$ cat config.mk
export PLATFORM = sky130hd
export DESIGN_NAME = fifo_pop_ctrl
export DESIGN_NICKNAME = d
export VERILOG_FILES = /design/src/rtl/fifo_pop_ctrl.sv
export SDC_FILE = /design/constraint.sdc
export NUM_CORES = 1
export LEC_CHECK = 0
export ABC_AREA = 1
export ABC_CLOCK_PERIOD_IN_PS = 2750
export BUFFER_PORTS_ARGS = -buffer_cell sky130_fd_sc_hd__buf_2
export CORE_ASPECT_RATIO = 0.8
export CORE_UTILIZATION = 48
export DETAILED_ROUTE_END_ITERATION = 6
export PLACE_DENSITY = 0.75
export SYNTH_ARGS = -nofsm -noshare
export SYNTH_HDL_FRONTEND = slang
export SYNTH_SLANG_ARGS = --single-unit
$ cat constraint.sdc
create_clock -name clk -period 2.75 [get_ports clk]
set_clock_uncertainty 0.2 [all_clocks]
set_input_delay 0.1375 -clock clk [delete_from_list [all_inputs] [get_ports clk]]
set_output_delay 0.1375 -clock clk [all_outputs]
set_load 0.03 [all_outputs]
$ cat src/rtl/fifo_pop_ctrl.sv
// Read-side FIFO controller: issues pops, absorbs the 1-cycle read latency in a 2-entry skid buffer.
// Latency: pop sampled at edge E, word captured at E+1, out_valid high after E+1; one word/cycle sustained.
// Backpressure: a credit check on buffered + in-flight words stops pops; out_data/out_valid hold while stalled.
module fifo_pop_ctrl #(
    parameter int DATA_W = 10,
    parameter int CNT_W  = 16
) (
    input  logic              clk,
    input  logic              reset,
    input  logic              enable,
    input  logic              fifo_empty,
    input  logic [DATA_W-1:0] fifo_data_out,
    output logic              fifo_pop,
    output logic [DATA_W-1:0] out_data,
    output logic              out_valid,
    input  logic              out_ready,
    output logic [CNT_W-1:0]  word_count,
    output logic              busy,
    output logic              overflow_err
);

    typedef enum logic [1:0] {
        IDLE = 2'd0,
        FILL = 2'd1,
        RUN  = 2'd2,
        FULL = 2'd3
    } state_t;

    state_t            state;
    state_t            state_next;
    logic [1:0]        occ;
    logic [1:0]        occ_next;
    logic              inflight;
    logic [DATA_W-1:0] buf_mem [2];
    logic              head;
    logic              tail;
    logic              hs;
    logic [2:0]        level;
    logic              drop;
    logic              capture;

    assign out_valid = (occ != 2'd0);
    assign out_data  = buf_mem[head];
    assign busy      = out_valid | inflight;
    assign hs        = out_valid & out_ready;

    // Words held after this edge if nothing new is popped; pops only while that stays below 2.
    assign level    = {1'b0, occ} + {2'b00, inflight} - {2'b00, hs};
    assign fifo_pop = enable & ~fifo_empty & ~reset & (level < 3'd2);

    // level==3 means a capture into a full buffer with no drain: the word is discarded.
    assign drop     = inflight & (level == 3'd3);
    assign capture  = inflight & ~drop;
    assign occ_next = drop ? 2'd2 : level[1:0];

    always_ff @(posedge clk or posedge reset) begin
        if (reset) begin
            occ          <= 2'd0;
            inflight     <= 1'b0;
            head         <= 1'b0;
            tail         <= 1'b0;
            buf_mem[0]   <= '0;
            buf_mem[1]   <= '0;
            word_count   <= '0;
            overflow_err <= 1'b0;
        end else begin
            occ      <= occ_next;
            inflight <= fifo_pop;
            if (capture) begin
                buf_mem[tail] <= fifo_data_out;
                tail          <= ~tail;
            end
            if (hs) begin
                head       <= ~head;
                word_count <= word_count + {{(CNT_W-1){1'b0}}, 1'b1};
            end
            if (drop) begin
                overflow_err <= 1'b1;
            end
        end
    end

    // Debug/coverage state tracker; it feeds no outputs.
    always_ff @(posedge clk or posedge reset) begin
        if (reset) begin
            state <= IDLE;
        end else begin
            state <= state_next;
        end
    end

    always_comb begin
        state_next = state;
        case (state)
            IDLE: begin
                if (fifo_pop) begin
                    state_next = FILL;
                end
            end
            FILL: begin
                if (capture) begin
                    state_next = RUN;
                end
            end
            RUN: begin
                if (occ_next == 2'd2) begin
                    state_next = FULL;
                end else if (occ_next == 2'd0) begin
                    state_next = fifo_pop ? FILL : IDLE;
                end
            end
            FULL: begin
                if (occ_next == 2'd1) begin
                    state_next = RUN;
                end
            end
            default: state_next = IDLE;
        endcase
    end

endmodule

; ---- Word-level counts from Yosys, hierarchy flattened
; Cells that the tools add are included.
[totals]
register_bits = 42
out_inout_bits = 30
wordCells = 39
[op_classes]
addsub = 3
order_cmp = 4
eq_ne = 1
muxes = 7
n_bitwise = 14
n_reduce_logical = 2
[ops]
columns = op, count
row1 = 2-to-1 mux 10 bit, 4
row2 = bitwise mux 20 bit, 1
row3 = adder 16 x 1 -> 16 bit (second input constant), 1
row4 = demux 10 bit (select 1 bit), 1
row5 = bitwise AND 1 bit, 6
row6 = inverter 1 bit, 5
row7 = greater-or-equal comparator 2 bit (second input constant), 2
row8 = inverter 1 -> 2 bit, 2
row9 = adder 2 x 1 -> 3 bit, 1
row10 = equality test 3 x 2 -> 1 bit (second input constant), 1
row11 = < comparator 3 x 2 -> 1 bit (second input constant), 1
row12 = subtractor 3 x 1 -> 3 bit, 1
row13 = < comparator 2 x 1 -> 1 bit (second input constant), 1
row14 = 2-to-1 mux 2 bit, 1
row15 = nonzero test 2 bit, 1
row16 = logical AND 1 bit, 1
row17 = bitwise OR 1 bit, 1

; ---- Logic depth before layout (Yosys ltp)
; Gate-level depths: netlist (run 1).
[logic_depth]
ltp_word = 7
mapped_depth = 13

; ---- Worst setup path before layout (run 1)
; No wires, ideal clock.
[synth_timing]
path_kind = register to register
startpoint = register occ[1]
endpoint = register inflight
arrival_ns = 2.718
setup_slack_ns = -0.378
path_stages_with_launch = 11
path_buffers = 0
synth_period_minus_slack_ns = 3.128
cell_sequence = dfrtp_1 > nor2_1 > nor2_4 > ha_1 > inv_1 > ha_1 > inv_1 > fa_1 > xnor2_1 > nand3_1 > nor3b_1
[synth_between]
elab_chain_len = 5
word_cells_on_any_way = 6
[synth_lines]
columns = element, line
row1 = from (decl), 31  ; logic [1:0] occ;
row2 = from (signal assigned), 67  ; occ <= occ_next;
row3 = nonzero test 2 bit, 42  ; assign out_valid = (occ != 2'd0);
row4 = bitwise AND 1 bit, 45  ; assign hs = out_valid & out_ready;
row5 = named net hs, 37  ; logic hs;
row6 = subtractor 3 x 1 -> 3 bit, 48  ; assign level = {1'b0, occ} + {2'b00, inflight} - {2'b00, hs};
row7 = < comparator 3 x 2 -> 1 bit, 49  ; assign fifo_pop = enable & ~fifo_empty & ~reset & (level < 3'd2);
row8 = bitwise AND 1 bit, 49
row9 = named net fifo_pop, 13  ; output logic fifo_pop,
row10 = to (signal assigned), 68  ; inflight <= fifo_pop;
row11 = to (decl), 33  ; logic inflight;
; The timed path passes the listed nets, and every way through them passes these cells.
; A chain may end at the register's enable or synchronous reset.

; ---- Final worst setup path (run 1)
[layout_timing]
startpoint = register occ[0]
endpoint = output port fifo_pop
[layout_between]
elab_chain_len = 5
word_cells_on_any_way = 6
[layout_lines]
columns = element, line
row1 = nonzero test 2 bit, 42
row2 = bitwise AND 1 bit, 45
row3 = named net hs, 37
row4 = subtractor 3 x 1 -> 3 bit, 48
row5 = < comparator 3 x 2 -> 1 bit, 49
row6 = bitwise AND 1 bit, 49
row7 = to (decl), 13
; The timed path passes the listed nets, and every way through them passes these cells.

==> results by group, run 1 <==
Placement
  • Estimated wirelength of the detail-placed design: 2960 um
  • Port bufs: 44
  • Post-Place Cell Area: 2380 um2
  • Placement Setup Slack: -0.142 ns
  • Gpl congestion: 0.833
  • Placed Instances: 350

GRT
  • GRT Max-Usage Layer: met2
  • Initial antenna violation count: 0
  • Largest net degree at the start of global routing: 43
  • Total grt overflow: 0
  • Total track usage: 22.5%
  • Met3 Track Usage GR: 4.49%
  • Vias in the first global route: 1616
  • M1 GR Usage: 29.9%
  • Global-route wire length before repair: 7360 um
  • Met2 Resource Use GR: 36.0%

Clock network
  • CTS H-Tree Depth: 2
  • Worst-Skew Late Latency: 0.30 ns
  • Root Buffer: clkbuf_8
  • Total clock sinks: 42
  • CTS tree: built
  • Cts bufs inserted: 5
  • Clock transition at path regs: 0.07 ns
  • Maximum root-to-sink buffer count: 2

Status
  • Status: complete, no violations

Synth
  • Synth area leader: dfrtp_1
  • Synth Area per Inst: 8.21 um2
  • Cell area after synthesis: 2070 um2
  • Post-synth ARST share: 100%
  • Post-synth EDFFs: 0
  • Synth cell count leaders: nand2_1, dfrtp_1, inv_1
  • Seq/Total Area, Yosys: 50.8%
  • Yosys top cell area share: 50.8%
  • Most common cell in the netlist: nand2_1
  • Post-synth cell types: 23
  • Top_reg_cell synth: dfrtp_1
  • Cells after Synth: 252
  • Top cells by area, synth: dfrtp_1, nand2_1, inv_1
  • Synthesized Nets: 271
  • Seq cells post-synth: 42
  • YS warnings: 0

Timing
  • Setup_tns: 0 ns
  • Max Fclk: 369 MHz
  • Setup ws final: 0.0363 ns
  • Slew headroom: 66.2%
  • Setup Viol. Count Final: 0
  • Least-Margin Pin Slew: 0.507 ns
  • Period utilisation layout: 98.7%
  • Fin. max-slew vios: 0
  • Fin crit period: 2.71 ns
  • Unrepaired setup endpoints after global routing: yes
  • Hold Violations, Final: 0
  • Hold Slack: 0.0830 ns

Power
  • Maximum vdd drop: 0.000612 V
  • Flop pwr share: 37.8%
  • P per Cell Area: 967 nW/um2
  • Lkg Pwr: 1.46 nW
  • Final Power: 2.59 mW
  • Combinational power share: 48.0%
  • Internal: 1.47 mW
  • P_sw: 1.12 mW
  • Switch share: 43.3%
  • Clock network fraction of total power: 14.2%

Critical path
  • CP max FO: 3
  • R2R Setup Slk: 0.13 ns
  • Worst Path Arrival: 2.38 ns
  • Critical path startpoint category: flop
  • CP max stage delay: 0.57 ns
  • Crit end category: output pin
  • WP data required: 2.41 ns
  • Crit Path Category: flop to output pin
  • Critical path cell sequence: nor2_4 -> nor2_4 -> ha_4 -> inv_4 -> ha_4 -> inv_2 -> fa_2 -> nand3_2 -> nor3b_4 -> buf_6
  • Slowest CP cell: fa_2

Floorplan
  • Area of the die: 4580 um2
  • Ports: 45
  • Die Y: 60.7 um
  • Area of the core: 3950 um2
  • Die X: 75.4 um
  • FP Rows: 20
  • Initial Utilization: 52.3%

Routing
  • Via density: 4.64
  • Iteration-0 DRC Markers: 110
  • DRC: 0
  • DRT Wirelength: 4240 um
  • DR vias: 1736
  • Routed Antenna Nets: 0
  • Drt pass-1 iters: 4
  • Wirelength per Cell: 11.3 um

Layout
  • # nets final: 338
  • Area Overhead vs Synth: 29.5%
  • Final std cells w/o fill: 374
  • Diode count: 0
  • Post-route cell area: 2680 um2
  • Final Util: 67.8%
  • Layout cells sized above 1: 26.3%

Min path
  • HP Class: primary input to flop

Flow run
  • Max_cap viols: 0
power groups by stage:
stage / registers (mW) / clock network (mW) / logic [mW]
CTS: 0.975 / 0.382 / 1.23
finish: 0.979 / 0.369 / 1.24
global route: 1.00 / 0.404 / 1.38
global placement: 0.973 / 0 / 1.07
detailed placement: 0.979 / 0 / 1.10
floorplan: 1.01 / 0 / 0.750
final cells by class:
class	instances	area, um2
clock buffers	7	76.3
repair buffers	66	437
fillers	345	1270
well taps	55	68.8
multi-input cells	165	896
inverters	39	149
flip-flops and latches	42	1050
worst max-delay path: cells and delay by family, from the launching register on:
kind,cells,cell delay [ns]
AND/OR/NAND/NOR,4,0.52
adder cells (fa/ha/maj),3,0.91
flip-flops,1,0.41
buffers and inverters,3,0.25
sequential cells by signal, indices dropped and copies added, names as in the netlist:
name / count
occ: 2
overflow_err: 1
inflight: 1
tail: 1
head: 1
buf_mem: 20
word_count: 16
cell families after synthesis:
| kind of cell | count (synthesis) | synth area share (%) |
|---|---|---|
| compound gates | 24 | 7.62 |
| xor+xnor | 11 | 4.66 |
| fa+ha+maj | 4 | 2.78 |
| buf+inv | 45 | 9.07 |
| flops | 42 | 50.8 |
| simple gates | 126 | 25.0 |
layer usage:
layer	vias up	wire, um
met3	9	195
met2	38	1890
met5	-	0
met4	0	80
li1	897	-
met1	792	2080
repair_timing:
action	in CTS	in global routing
buffers inserted	3	1
cloned	0	0
hold endpoints to repair	63	0
pin swaps	7	6
resized for setup	13	3
endpoints found under the setup margin	22	11
hold buffers	13	0
final timing paths:
| path | cells past startpoint | from | to |
|---|---|---|---|
| max | 10 | occ[0] | fifo_pop |
| min | 4 | out_ready | word_count[1] |
| max reg2reg | 13 | occ[0] | buf_mem[9] |
| min reg2reg | 2 | overflow_err | overflow_err |
| max in group asynchronous | 4 | reset | inflight |
| min in group asynchronous | 4 | reset | buf_mem[7] |
placed cells by master, fill, tap and decap left out, drive strengths merged, types with 3 or more instances in the layout:
| cell type | count |
|---|---|
| buf | 53 |
| clkbuf | 7 |
| nand3 | 11 |
| o21ai | 24 |
| nor2 | 19 |
| xor2 | 6 |
| ha | 3 |
| nand2 | 92 |
| inv | 39 |
| dlygate4sd3 | 13 |
| dfrtp | 42 |
| xnor2 | 5 |
Power figures use the tool's default switching activity.
==> inputs of run 2 (changes only) <==
- CORE_UTILIZATION: 48 -> 50
- CTS_BUF_LIST: not set -> sky130_fd_sc_hd__clkbuf_2 sky130_fd_sc_hd__clkbuf_4 sky130_fd_sc_hd__clkbuf_8
- PLACE_DENSITY: 0.75 -> 0.77
==> run 2 against run 1 <==
Effect of this change:
- the flow now finishes with violations (negative setup slack)
- sequential power fell by 0.8%
- hold slack better by 0.021 ns
- critical path depth increased by 1
==> results by group, run 2 (synthesized netlist as in run 1, its figures left out) <==
Status
  • Status: finished with violations
  • Failing checks: negative setup slack

Clock network
  • Total clock sinks: 42 (unchanged)
  • Clock transition at path regs: 0.07 ns (about the same)
  • Worst-Skew Late Latency: 0.29 ns (about the same)
  • Maximum root-to-sink buffer count: 2 (unchanged)
  • Root Buffer: clkbuf_8
  • CTS tree: built
  • CTS H-Tree Depth: 2 (unchanged)
  • Cts bufs inserted: 5 (unchanged)

Power
  • P per Cell Area: 980 nW/um2 (+1.3%)
  • Maximum vdd drop: 0.000659 V (+7.7%)
  • Lkg Pwr: 1.48 nW (+1.5%)
  • Internal: 1.51 mW (+3.0%)
  • Flop pwr share: 36.3% (-1.5 points)
  • Combinational power share: 48.4% (+0.4 points)
  • Final Power: 2.67 mW (+3.1%)
  • Switch share: 43.3% (+0.069 points)
  • Clock network fraction of total power: 15.3% (+1.1 points)
  • P_sw: 1.16 mW (+3.3%)

Floorplan
  • Initial Utilization: 53.3% (+1.0 points)
  • Ports: 45 (unchanged)
  • Area of the die: 4400 um2 (-3.9%)
  • Die Y: 59.5 um (-2.0%)
  • Die X: 73.9 um (-2.0%)
  • FP Rows: 20 (unchanged)
  • Area of the core: 3880 um2 (-1.9%)

Critical path
  • Crit Path Category: flop to output pin
  • Crit end category: output pin
  • Critical path cell sequence: nor2_4 -> nor2_4 -> ha_4 -> inv_4 -> ha_4 -> inv_2 -> fa_2 -> xnor2_2 -> nand3_4 -> nor3b_4 -> buf_6
  • Worst Path Buf+Inv: 3 (unchanged)
  • CP max stage delay: 0.41 ns (-0.16 ns)
  • Top cell family by delay on the critical path: adder cells
  • Slowest CP cell: dfrtp_1
  • CP max FO: 2 (-1)
  • Critical path startpoint category: flop
  • WP data required: 2.41 ns (about the same)
  • Worst Path Arrival: 2.43 ns (+0.05 ns)

GRT
  • Initial antenna violation count: 0 (unchanged)
  • Global-route wire length before repair: 6900 um (-6.3%)
  • Total track usage: 20.7% (-1.7 points)
  • Largest net degree at the start of global routing: 43 (unchanged)
  • Vias in the first global route: 1531 (-5.3%)
  • Total grt overflow: 0 (unchanged)

Placement
  • Estimated wirelength of the detail-placed design: 2880 um (-2.7%)
  • Gpl congestion: 0.801 (-3.8%)
  • Port bufs: 44 (unchanged)
  • Placement Setup Slack: 0.00657 ns (+0.149 ns)

Min path
  • HP Class: primary input to flop

Timing
  • Period utilisation layout: 101% (+2.1 points)
  • Setup Viol. Count Final: 1 (+1)
  • Hold Violations, Final: 0 (unchanged)
  • Max Fclk: 361 MHz (-2.1%)
  • Least-Margin Pin Slew: 0.521 ns (+0.0137 ns)
  • Setup_tns: -0.0212 ns (-0.0212 ns)
  • Fin. max-slew vios: 0 (unchanged)
  • Unrepaired setup endpoints after global routing: yes
  • Fin crit period: 2.77 ns (+0.0575 ns)
  • Hold Slack: 0.104 ns (+0.0213 ns)
  • Setup ws final: -0.0212 ns (-0.0575 ns)
  • Slew headroom: 65.3% (-0.91 points)

Routing
  • Via density: 4.61 (-0.66%)
  • DR vias: 1743 (+0.40%)
  • DRC: 0 (unchanged)
  • DRT Wirelength: 4260 um (+0.38%)
  • Wirelength per Cell: 11.3 um (-0.69%)
  • Iteration-0 DRC Markers: 116 (+5.5%)
  • Routed Antenna Nets: 0 (unchanged)
  • Drt pass-1 iters: 4 (unchanged)

Layout
  • Most flop-heavy register: buf_mem
  • Most frequent cells in the layout: nand2_1, buf_2, dfrtp_1
  • # nets final: 341 (+0.89%)
  • Largest registers: buf_mem (20), word_count (16), occ (2)
  • # fillers: 312 (-9.6%)
  • Commonest non-fill, non-tap cell in the layout: nand2_1
  • Area Overhead vs Synth: 31.8%
  • Number of flip-flops in the largest register: 20 (unchanged)
  • Layout cells sized above 1: 27.2% (+0.91 points)
  • Diode count: 0 (unchanged)
  • Final Util: 70.3% (+2.5 points)

Flow run
  • Max_cap viols: 0 (unchanged)
==> run 2: cell count changes in the layout (fill, tap and decap cells not counted), sizes merged <==
cell | previous run | this run
inv | 39 | 38
clkbuf | 7 | 6
clkinvlp | 0 | 1
clkinv | 0 | 2
buf | 53 | 56
==> run 2: per-stage QoR <==
stage / area (um2) / instances
after floorplan: 2080 / 252
after global placement: 2380 / 351
after detailed placement: 2380 / 351
after CTS: 2650 / 374
after global routing: 2730 / 378
final: 2730 / 378
==> run 2: final cells by class <==
type | instances | area, um2 | share of cell area (%)
clock buffers | 6 | 82.6 | 3.03
clock inverters | 2 | 12.5 | 0.459
inverters | 39 | 149 | 5.46
multi-input cells | 165 | 903 | 33.1
flip-flops and latches | 42 | 1050 | 38.5
well taps | 55 | 68.8 | 2.52
repair buffers | 69 | 459 | 16.8
==> run 2: worst reg2reg max path, cell delays in order (launching register included) <==
cell and delay, ns:
dfrtp_1 0.41, nor2_4 0.15, nor2_4 0.06, ha_4 0.27
inv_4 0.03, ha_4 0.14, inv_2 0.05, fa_2 0.46
nor2_1 0.21, nand2_2 0.12, nand3_1 0.13, buf_12 0.18
nand2_1 0.08, o21ai_2 0.05
==> run 2: power groups by stage <==
stage	combinational [mW]	clock, mW	sequential (mW)
after floorplan	0.750	0	1.01
after global placement	1.06	0	0.968
after detailed placement	1.08	0	0.975
after CTS	1.18	0.419	0.969
after global routing	1.43	0.440	0.996
final	1.29	0.408	0.971
==> run 2: path summary, 6_finish.rpt <==
check,start,end,slack (ns),cells past startpoint
worst min-delay path,out_ready,word_count[1],0.10,4
max in group asynchronous,reset,word_count[3],1.58,4
worst max-delay path,occ[1],fifo_pop,-0.02,11
worst min register to register,overflow_err,overflow_err,0.27,2
worst max register to register,occ[1],buf_mem[9],0.13,13
min in group asynchronous,reset,buf_mem[7],0.41,4
==> run 2: timing repair <==
item | in CTS | in global routing
pin swaps | 1 | 7
hold endpoints to repair | 63 | 0
setup buffers | 2 | 4
resized for setup | 7 | 8
hold buffers | 13 | 0
endpoints found under the setup margin | 1 | 11
==> run 2: routing by layer <==
| layer | vias up | part of all wire [%] | global-route usage [%] |
|---|---|---|---|
| li1 | 902 | - | - |
| met1 | 793 | 51 | 31.0 |
| met2 | 43 | 44 | 31.6 |
| met4 | 0 | 0.73 | 4.12 |
| met5 | - | 0 | 0 |
| met3 | 5 | 4.3 | 3.74 |
